<file path="src/rtl/counter_modn_cascade_if.sv">
// Control/status bundle between a digit driver and one modulo-N counter stage.
interface counter_modn_cascade_if #(
  parameter int unsigned WIDTH = 3
);
  logic             en;
  logic             up;
  logic             load;
  logic [WIDTH-1:0] load_val;
  logic [WIDTH-1:0] count;
  logic             pgt;
  logic             tc;
  logic             sat;

  modport master (output en, up, load, load_val, input count, pgt, tc, sat);
  modport slave  (input en, up, load, load_val, output count, pgt, tc, sat);
endinterface

</file>
<file path="src/rtl/counter_modn_cascade.sv">
// Modulo-N up/down counter stage: parallel load, wrap/saturate, pgt tap, cascade tc.
module counter_modn_cascade #(
  parameter int unsigned MOD    = 7,
  parameter int unsigned WIDTH  = 3,
  parameter int unsigned PGT_AT = 4,
  parameter bit          WRAP   = 1'b1
) (
  input  logic                     clk,
  input  logic                     clear,
  counter_modn_cascade_if.slave    bus
);

  localparam logic [WIDTH-1:0] CNT_MAX  = WIDTH'(MOD - 1);
  localparam logic [WIDTH-1:0] CNT_ZERO = WIDTH'(0);
  localparam logic [WIDTH-1:0] CNT_ONE  = WIDTH'(1);
  localparam logic [WIDTH-1:0] PGT_VAL  = WIDTH'(PGT_AT);

  // Reject parameter sets that make the count range or the tap unreachable.
  if (MOD < 2 || (64'(1) << WIDTH) < 64'(MOD) || PGT_AT >= MOD) begin : g_bad_params
    $error("counter_modn_cascade: illegal parameters MOD=%0d WIDTH=%0d PGT_AT=%0d",
           MOD, WIDTH, PGT_AT);
  end

  logic [WIDTH-1:0] count_q, count_d;
  logic             pgt_q, pgt_d;
  logic             sat_q, sat_d;
  logic             at_bound;
  logic [WIDTH-1:0] step_val;

  // Next-state: load beats en beats hold; blocked steps only raise sat.
  always_comb begin
    count_d  = count_q;
    pgt_d    = 1'b0;
    sat_d    = sat_q;
    at_bound = bus.up ? (count_q == CNT_MAX) : (count_q == CNT_ZERO);
    if (bus.up) begin
      step_val = at_bound ? CNT_ZERO : (count_q + CNT_ONE);
    end else begin
      step_val = at_bound ? CNT_MAX : (count_q - CNT_ONE);
    end

    if (bus.load) begin
      count_d = (bus.load_val > CNT_MAX) ? CNT_MAX : bus.load_val;
      sat_d   = 1'b0;
    end else if (bus.en) begin
      if (at_bound && !WRAP) begin
        sat_d = 1'b1;
      end else begin
        count_d = step_val;
        pgt_d   = (step_val == PGT_VAL);
        sat_d   = 1'b0;
      end
    end
  end

  // State register with asynchronous clear.
  always_ff @(posedge clk or negedge clear) begin
    if (!clear) begin
      count_q <= CNT_ZERO;
      pgt_q   <= 1'b0;
      sat_q   <= 1'b0;
    end else begin
      count_q <= count_d;
      pgt_q   <= pgt_d;
      sat_q   <= WRAP ? 1'b0 : sat_d;
    end
  end

  assign bus.count = count_q;
  assign bus.pgt   = pgt_q;
  assign bus.sat   = sat_q;
  // Zero-latency terminal count so the next digit steps on the same edge.
  assign bus.tc    = bus.en & (bus.up ? (count_q == CNT_MAX) : (count_q == CNT_ZERO));

endmodule

</file>
<file path="src/flat_wrapper.sv">
// flat-port wrapper written by rule: the top's interface ports become plain ports
module counter_modn_cascade_flat 
#(
  parameter int unsigned MOD    = 7,
  parameter int unsigned WIDTH  = 3,
  parameter int unsigned PGT_AT = 4,
  parameter bit          WRAP   = 1'b1
)
  (clk, clear, bus_en, bus_up, bus_load, bus_load_val, bus_count, bus_pgt, bus_tc, bus_sat);
  counter_modn_cascade_if #(.WIDTH(WIDTH)) bus_i ();
  input  logic clk;
  input  logic clear;
  input wire logic [$bits(bus_i.en)-1:0] bus_en;
  input wire logic [$bits(bus_i.up)-1:0] bus_up;
  input wire logic [$bits(bus_i.load)-1:0] bus_load;
  input wire logic [$bits(bus_i.load_val)-1:0] bus_load_val;
  output wire logic [$bits(bus_i.count)-1:0] bus_count;
  output wire logic [$bits(bus_i.pgt)-1:0] bus_pgt;
  output wire logic [$bits(bus_i.tc)-1:0] bus_tc;
  output wire logic [$bits(bus_i.sat)-1:0] bus_sat;
  assign bus_i.en = bus_en;
  assign bus_i.up = bus_up;
  assign bus_i.load = bus_load;
  assign bus_i.load_val = bus_load_val;
  assign bus_count = bus_i.count;
  assign bus_pgt = bus_i.pgt;
  assign bus_tc = bus_i.tc;
  assign bus_sat = bus_i.sat;
  counter_modn_cascade #(.MOD(MOD), .WIDTH(WIDTH), .PGT_AT(PGT_AT), .WRAP(WRAP)) u_core (.clk(clk), .clear(clear), .bus(bus_i));
endmodule
</file>
<file path="config.mk">
export PLATFORM = sky130hd
export DESIGN_NAME = counter_modn_cascade_flat
export DESIGN_NICKNAME = d
export VERILOG_FILES = /design/src/rtl/counter_modn_cascade_if.sv /design/src/rtl/counter_modn_cascade.sv /design/src/flat_wrapper.sv
export SDC_FILE = /design/constraint.sdc
export NUM_CORES = 1
export LEC_CHECK = 0
export ABC_AREA = 1
export ABC_CLOCK_PERIOD_IN_PS = 1370
export BUFFER_PORTS_ARGS = -buffer_cell sky130_fd_sc_hd__buf_2
export CELL_PAD_IN_SITES_DETAIL_PLACEMENT = 1
export CELL_PAD_IN_SITES_GLOBAL_PLACEMENT = 2
export CORE_MARGIN = 4
export CORE_UTILIZATION = 25
export CTS_BUF_LIST = sky130_fd_sc_hd__clkbuf_8
export DETAILED_ROUTE_END_ITERATION = 10
export PLACE_DENSITY = 0.88
export SYNTH_ARGS = -nofsm -noshare
export SYNTH_HDL_FRONTEND = slang
export SYNTH_SLANG_ARGS = --single-unit
</file>
<file path="constraint.sdc">
create_clock -name clk -period 1.37 [get_ports clk]
set_input_delay 0.137 -clock clk [delete_from_list [all_inputs] [get_ports clk]]
set_output_delay 0.137 -clock clk [all_outputs]
set_load 0.03 [all_outputs]
</file>
Yosys cells after proc, flatten, opt, wreduce, memory -nomap -nowiden
Index checks and enable logic that the tools add are counted.
{ "word_totals": {"wordCells": 19, "regBits": 4, "in_bits": 8} }
{ "op_classes": {"n_addsub": 2, "n_reduce_logical": 2, "n_mux": 9, "eq_ne": 2, "n_bitwise": 1, "n_lt_le_gt_ge": 1} }
{ "op_table": {"columns": ["operator", "n"], "rows": [
  ["two-way mux 3 bit", 6],
  ["equality test 3 bit, second input constant", 2],
  ["adder 3 x 1 -> 3 bit, second input constant", 1],
  ["greater-than comparator 3 bit, second input constant", 1],
  ["zero test 3 bit", 1],
  ["two-way mux 1 bit", 3],
  ["subtractor 3 x 1 -> 3 bit, second input constant", 1],
  ["nonzero test 2 bit", 1],
  ["bitwise AND 1 bit", 1]
]} }

Logic depth before layout (Yosys ltp)
Gate-level depths: netlist of the first run.
{ "depth": {"depth_word": 7, "mapped_depth": 8, "ltp_nobuf": 8} }

Least setup slack after synthesis of the first run
No wires, ideal clock.
{ "synth_timing": {"path_type": "register -> output", "from": "register u_core.count_q[0], in the netlist u_core.bus.count[0]", "to": "output bus_tc", "setup_slack_ns": -0.243, "path_stages_with_launch": 5, "arrival_time_ns": 1.476, "cell_sequence": "dfrtp_1 -> inv_1 -> ha_1 -> nand3_2 -> a21oi_1"} }
{ "synth_via": {"elab_chain_cells": 3} }
{ "synth_rtl": {"columns": ["element", "line_no", "text"], "rows": [
  ["start: declaration", "counter_modn_cascade.sv:24", "logic [WIDTH-1:0] count_q, count_d;"],
  ["start signal: assignment", "counter_modn_cascade.sv:63", "count_q <= count_d;"],
  ["equality test 3 bit or zero test 3 bit (tied branches)", "counter_modn_cascade.sv:73", "assign bus.tc = bus.en & (bus.up ? (count_q == CNT_MAX) : (count_q == CNT_ZERO));"],
  ["two-way mux 1 bit *", "counter_modn_cascade.sv:73", null],
  ["bitwise AND 1 bit *", "counter_modn_cascade.sv:73", null],
  ["end: declaration", "flat_wrapper.sv:19", "output wire logic [$bits(bus_i.tc)-1:0] bus_tc;"]
]} }
Mark *: on every way between the ends. The rest lies on a longest branch, timed or not.

Worst setup path after layout of the first run
Ends and elaborated chain as after synthesis.

==> results of run 1 <==
[layer usage]
layer,track usage (%),part of all wire [%],up-vias
met4,8.52,1.5,0
met3,2.77,5.5,2
li1,-,-,200
met2,19.2,48,11
met1,15.4,45,190
met5,0,0,-
[worst register-to-register path: cells and delay by family (launching register included)]
kind	cells	cell delay, ns
flops	1	0.43
fa+ha+maj	1	0.18
buf+inv	1	0.16
simple gates	3	0.34
compound gates	1	0.14
[cells in the final DEF (no fill, tap or decap), types with 2 or more instances in the layout]
cell type  instances
a22oi_1            2
buf_2             11
buf_4              5
buf_6              2
clkbuf_8           3
dfrtp_2            3
ha_4               2
inv_1              6
nand2_1           11
nand3_1            4
nand3_4            2
nand4_1            2
[worst paths after layout]
check | depth (start not counted) | end | start | slack, ns
max | 5 | bus_tc | u_core.bus.count[0] | -0.02
min | 3 | u_core.bus.count[0] | bus_load_val[0] | 0.17
max reg2reg | 6 | u_core.bus.pgt | u_core.bus.count[1] | 0.05
min reg2reg | 2 | u_core.bus.count[2] | u_core.bus.count[2] | 0.65
max in group asynchronous | 2 | u_core.bus.count[1] | clear | 0.97
min in group asynchronous | 2 | u_core.bus.count[2] | clear | 0.25
[report_power, final]
part           leakage, nW  switching, mW  internal, mW
Sequential          0.0470         0.0213         0.134
Combinational        0.228          0.153         0.115
Clock               0.0269         0.0688         0.192
Total                0.302          0.243         0.441
[registers in the layout, summed over array words and instances (netlist names)]
name,flops
u_core.bus.count,3
u_core.bus.pgt,1
[cell usage after synthesis]
library cell,number
a21oi_1,3
a22oi_1,2
buf_4,1
conb_1,1
dfrtp_1,4
ha_1,4
inv_1,7
nand2_1,11
nand3_1,5
nand3_2,2
nand3b_1,1
nand4_1,2
nor2_1,1
nor2_2,1
o211ai_1,1
or2_2,1
xnor2_1,1
[what timing repair did]
| item | in CTS | in global routing |
|---|---|---|
| resized for setup | 11 | 6 |
| pin swaps | 2 | 3 |
| setup endpoints to repair | 1 | 4 |
| endpoints found under the hold margin | 4 | 0 |
| hold buffers | 1 | 0 |
| buffers inserted | 3 | 2 |
[metrics by stage]
stage               setup TNS [ns]  utilization [%]
global route                -0.129             46.1
global placement                 0             34.0
CTS                        -0.0278             43.6
finish                     -0.0183             46.1
floorplan                        0                -
detailed placement               0             34.0
[cells by family after synthesis]
kind of cell / Yosys count / share of synthesized area, %
flip-flops: 4 / 28.1
XOR/XNOR: 1 / 2.46
adder cells (fa/ha/maj): 4 / 14.0
AND/OR/NAND/NOR: 24 / 34.4
other: 1 / 1.05
buffers and inverters: 8 / 9.48
AO/OA/AOI/OAI: 6 / 10.5
[layout make-up]
type / count / area, sq um
fill: 168 / 711
multi-input combinational: 36 / 285
timing repair buffer: 19 / 125
sequential: 4 / 104
clock buffer: 3 / 41.3
inverter: 7 / 28.8
tap: 15 / 18.8
clock inverter: 1 / 3.75
==> impl_metrics.yaml, run 1 <==
drt:
  drtIter0Drc: 1
  dr_total_vias: 403
  drcViolationCount: 0
  viasPerCell: 4.74
  final_antenna_net_count: 0
  routed_wl_microns: 1160
  wl_per_cell_microns: 13.6
  dr.pass1.iters: 2
clock_tree:
  cts_buffer_depth: 2
  cts-root-buf: "clkbuf_8"
  numCtsBuffers: 3
  clock_sinks: 4
  clk_latency_ns: 0.22
  cts_tree: "yes"
  clkSlewWorstSetupHoldPaths_ns: 0.04
  htree_levels: 1
floorplan:
  io_pins: 14
  die_h_microns: 45.8
  initial_core_util_pct: 27.1
  rows: 13
  core-area_sq_um: 1320
  dieArea_sq_um: 2090
  die_w_microns: 45.8
sta:
  skew_ns: 0.00800
  clock.fmax_mhz: 720
  slew_violations: 0
  setup_ws_ns: -0.0183
  finalSetupViolations: 1
  holdWs_ns: 0.170
  period_minus_slack_ns: 1.39
  period_share_pct: 101
  hold_viol: 0
  grt_setup_unrepaired: "true"
global_route:
  track_usage_pct: 12.5
  antenna_found_initial: 0
  grt_max_degree: 7
  grt_pass1_wl_microns: 1780
  grt-ovfl-total: 0
  grt_pass1_vias: 379
pwr:
  leakage_nw: 0.302
  powerDensity_nw_per_um2: 1130
  vdd.ir_drop.worst_mv: 0.510
  total_power_mw: 0.684
synthesis:
  synth_area_sq_um: 357
  yosys_warnings: 0
  synth_top_cell_area_share_pct: 28.1
  yosysSeqAreaShare_pct: 28.1
  syn_area_per_cell_sq_um: 7.43
  synthCells: 48
  synth-seq-cells: 4
  synth_cell_types: 17
  syn-num-nets: 60
  synth_area_leader_cell: "dfrtp_1"
  synth_area_leaders: "dfrtp_1 28%, ha_1 14%, nand2_1 12%, inv_1 7.4%, nand3_1 7.0%"
layout:
  drive_gt1_share_pct: 51.4
  syn2layout_area_growth_pct: 70.2
  final_cells: 85
  nNetsFinal: 83
  antenna_cells: 0
  finalInstanceArea_sq_um: 607
critical_path:
  path_delay_family: "flip-flops"
  crit_type: "register to output pin"
  arrival_ns: 1.25
  end_kind: "output pin"
  critPathRequiredTime_ns: 1.23
  path_cells: "inv_4 -> ha_4 -> nand3_4 -> a21oi_4 -> buf_6"
  slowest_stage: "dfrtp_2"
  critical-path-max-stage-delay_ns: 0.41
  path_buf_inv: 2
  worstSetupStartpointType: "register"
  crit_fanout: 4
placement:
  post-place-ws_ns: 0.0221
  place_hpwl_microns: 807
  io_buffer_count: 12
  gp_congestion: 0.749
  placedInstanceArea_sq_um: 448
  dpl.cell_count: 75
worst_hold_path:
  min_path_type: "input port to register"
outcome:
  violations: "negative setup slack"
  outcome: "complete, but fails checks"
job:
  maxCapViolations: 0
Note: power is estimated with default switching activity, not from simulation.
==> run 2: changes to the inputs <==
--- a/config.mk
+++ b/config.mk
@@ -14,7 +14,9 @@
 export CORE_UTILIZATION = 25
 export CTS_BUF_LIST = sky130_fd_sc_hd__clkbuf_8
 export DETAILED_ROUTE_END_ITERATION = 10
+export GPL_TIMING_DRIVEN = 0
 export PLACE_DENSITY = 0.88
 export SYNTH_ARGS = -nofsm -noshare
 export SYNTH_HDL_FRONTEND = slang
 export SYNTH_SLANG_ARGS = --single-unit
+export TNS_END_PERCENT = 1
==> impl_metrics.yaml, run 2 (synthesis gave the netlist of run 1 again) <==
placement:
  place_hpwl_microns: 825
  gp_congestion: 0.660
  io_buffer_count: 12
  post-place-ws_ns: -0.0650
drt:
  final_antenna_net_count: 0
  wl_per_cell_microns: 14.6
  dr.pass1.iters: 3
  dr_total_vias: 429
  drtIter0Drc: 4
  viasPerCell: 5.05
  routed_wl_microns: 1240
  drcViolationCount: 0
layout:
  utilization_pct: 46.7
  antenna_cells: 0
  syn2layout_area_growth_pct: 72.6
  drive_gt1_share_pct: 55.7
  final_cell_mix: "11 x nand2_1, 11 x buf_2, 5 x inv_1, 5 x buf_4"
  nNetsFinal: 83
  largest_reg_flops: 3
  n_fill_cell: 172
global_route:
  grt-ovfl-total: 0
  antenna_found_initial: 0
  grt_pass1_vias: 444
  grt_pass1_wl_microns: 1980
  grt_max_degree: 7
  track_usage_pct: 14.4
floorplan:
  rows: 13
  io_pins: 14
  initial_core_util_pct: 27.1
  die_w_microns: 45.8
  dieArea_sq_um: 2090
  die_h_microns: 45.8
  core-area_sq_um: 1320
critical_path:
  crit_fanout: 4
  path_delay_family: "flip-flops"
  slowest_stage: "dfrtp_2"
  crit_type: "register to output pin"
  critical-path-max-stage-delay_ns: 0.44
  worstSetupStartpointType: "register"
  critPathRequiredTime_ns: 1.23
  end_kind: "output pin"
  path_buf_inv: 2
  path_cells: "inv_2 -> ha_4 -> nand3_4 -> a21oi_4 -> buf_6"
  arrival_ns: 1.26
sta:
  period_share_pct: 102
  finalSetupViolations: 1
  grt_setup_unrepaired: "true"
  skew_ns: 0.00425
  hold_viol: 0
  holdWs_ns: 0.187
  clock.fmax_mhz: 716
  setup_ws_ns: -0.0269
  period_minus_slack_ns: 1.40
  slew_violations: 0
clock_tree:
  cts-root-buf: "clkbuf_8"
  cts_tree: "yes"
  clock_sinks: 4
  clkSlewWorstSetupHoldPaths_ns: 0.03
  cts_buffer_depth: 2
  numCtsBuffers: 3
  clk_latency_ns: 0.22
  htree_levels: 1
pwr:
  leakage_nw: 0.305
  combPwrFrac_pct: 40.0
  power_frac_clock_pct: 37.3
  powerDensity_nw_per_um2: 1130
  vdd.ir_drop.worst_mv: 0.450
  p_sw_mw: 0.253
  intPower_mw: 0.445
  p_sw_share_pct: 36.3
  pwr-share-seq_pct: 22.7
job:
  maxCapViolations: 0
worst_hold_path:
  min_path_type: "input port to register"
outcome:
  violations: "negative setup slack"
  outcome: "complete, but fails checks"
-- run 2: repair_timing --
action / CTS / global route
pin swaps: 2 / 1
endpoints found under the hold margin: 4 / 0
buffers inserted: 5 / 0
gates resized for setup: 12 / 8
endpoints found under the setup margin: 3 / 5
hold buffers: 1 / 0
-- run 2: power groups by stage --
stage	combinational [mW]	clock, mW	sequential [mW]
2_1_floorplan	0.114	0	0.175
6_report	0.279	0.260	0.158
3_3_place_gp	0.188	0	0.155
4_1_cts	0.259	0.268	0.155
3_5_place_dp	0.196	0	0.154
5_1_grt	0.307	0.276	0.159
-- run 2: final timing paths --
path | slack (ns) | endpoint | startpoint | cells after the start
setup / recovery | -0.03 | bus_tc | u_core.bus.count[1] | 5
min in group asynchronous | 0.25 | u_core.bus.count[2] | clear | 2
hold / removal | 0.19 | u_core.bus.count[1] | bus_load_val[1] | 3
hold reg to reg | 0.61 | u_core.bus.count[1] | u_core.bus.count[1] | 2
setup reg to reg | 0 | u_core.bus.count[2] | u_core.bus.count[0] | 7
max in group asynchronous | 0.98 | u_core.bus.count[1] | clear | 2
-- run 2: final cells by class --
cell class / count / area (sq um) / area share [%]
inverters: 7 / 28.8 / 4.67
plain buffers: 1 / 7.51 / 1.22
repair buffers: 18 / 118 / 19.1
multi-input cells: 36 / 294 / 47.8
clock inverters: 1 / 3.75 / 0.610
flip-flops and latches: 4 / 104 / 16.9
clock buffers: 3 / 41.3 / 6.71
well taps: 15 / 18.8 / 3.05
-- run 2: layer usage --
metal	GRT usage [%]	routed length, microns	vias to the layer above
met3	2.37	69	5
met2	23.1	610	14
met1	15.8	508	208
li1	-	-	202
met4	13.6	53	0
met5	0	0	-
-- run 2: stage by stage --
| step | total power [mW] | instance area (sq um) | setup TNS, ns | cells |
|---|---|---|---|---|
| floorplan | 0.288 | 369 | 0 | 48 |
| global placement | 0.343 | 448 | -0.0222 | 75 |
| detailed placement | 0.350 | 448 | -0.111 | 75 |
| CTS | 0.682 | 591 | -0.0259 | 85 |
| global route | 0.742 | 616 | -0.175 | 85 |
| finish | 0.698 | 616 | -0.0269 | 85 |
-- run 2: worst reg2reg max path, stage by stage (launching register included) --
cell and delay, ns:
dfrtp_2 0.39, inv_4 0.06, buf_4 0.14, ha_1 0.20, xnor2_1 0.15, nand4_1 0.13, nand3_1 0.10, nand2_1 0.07
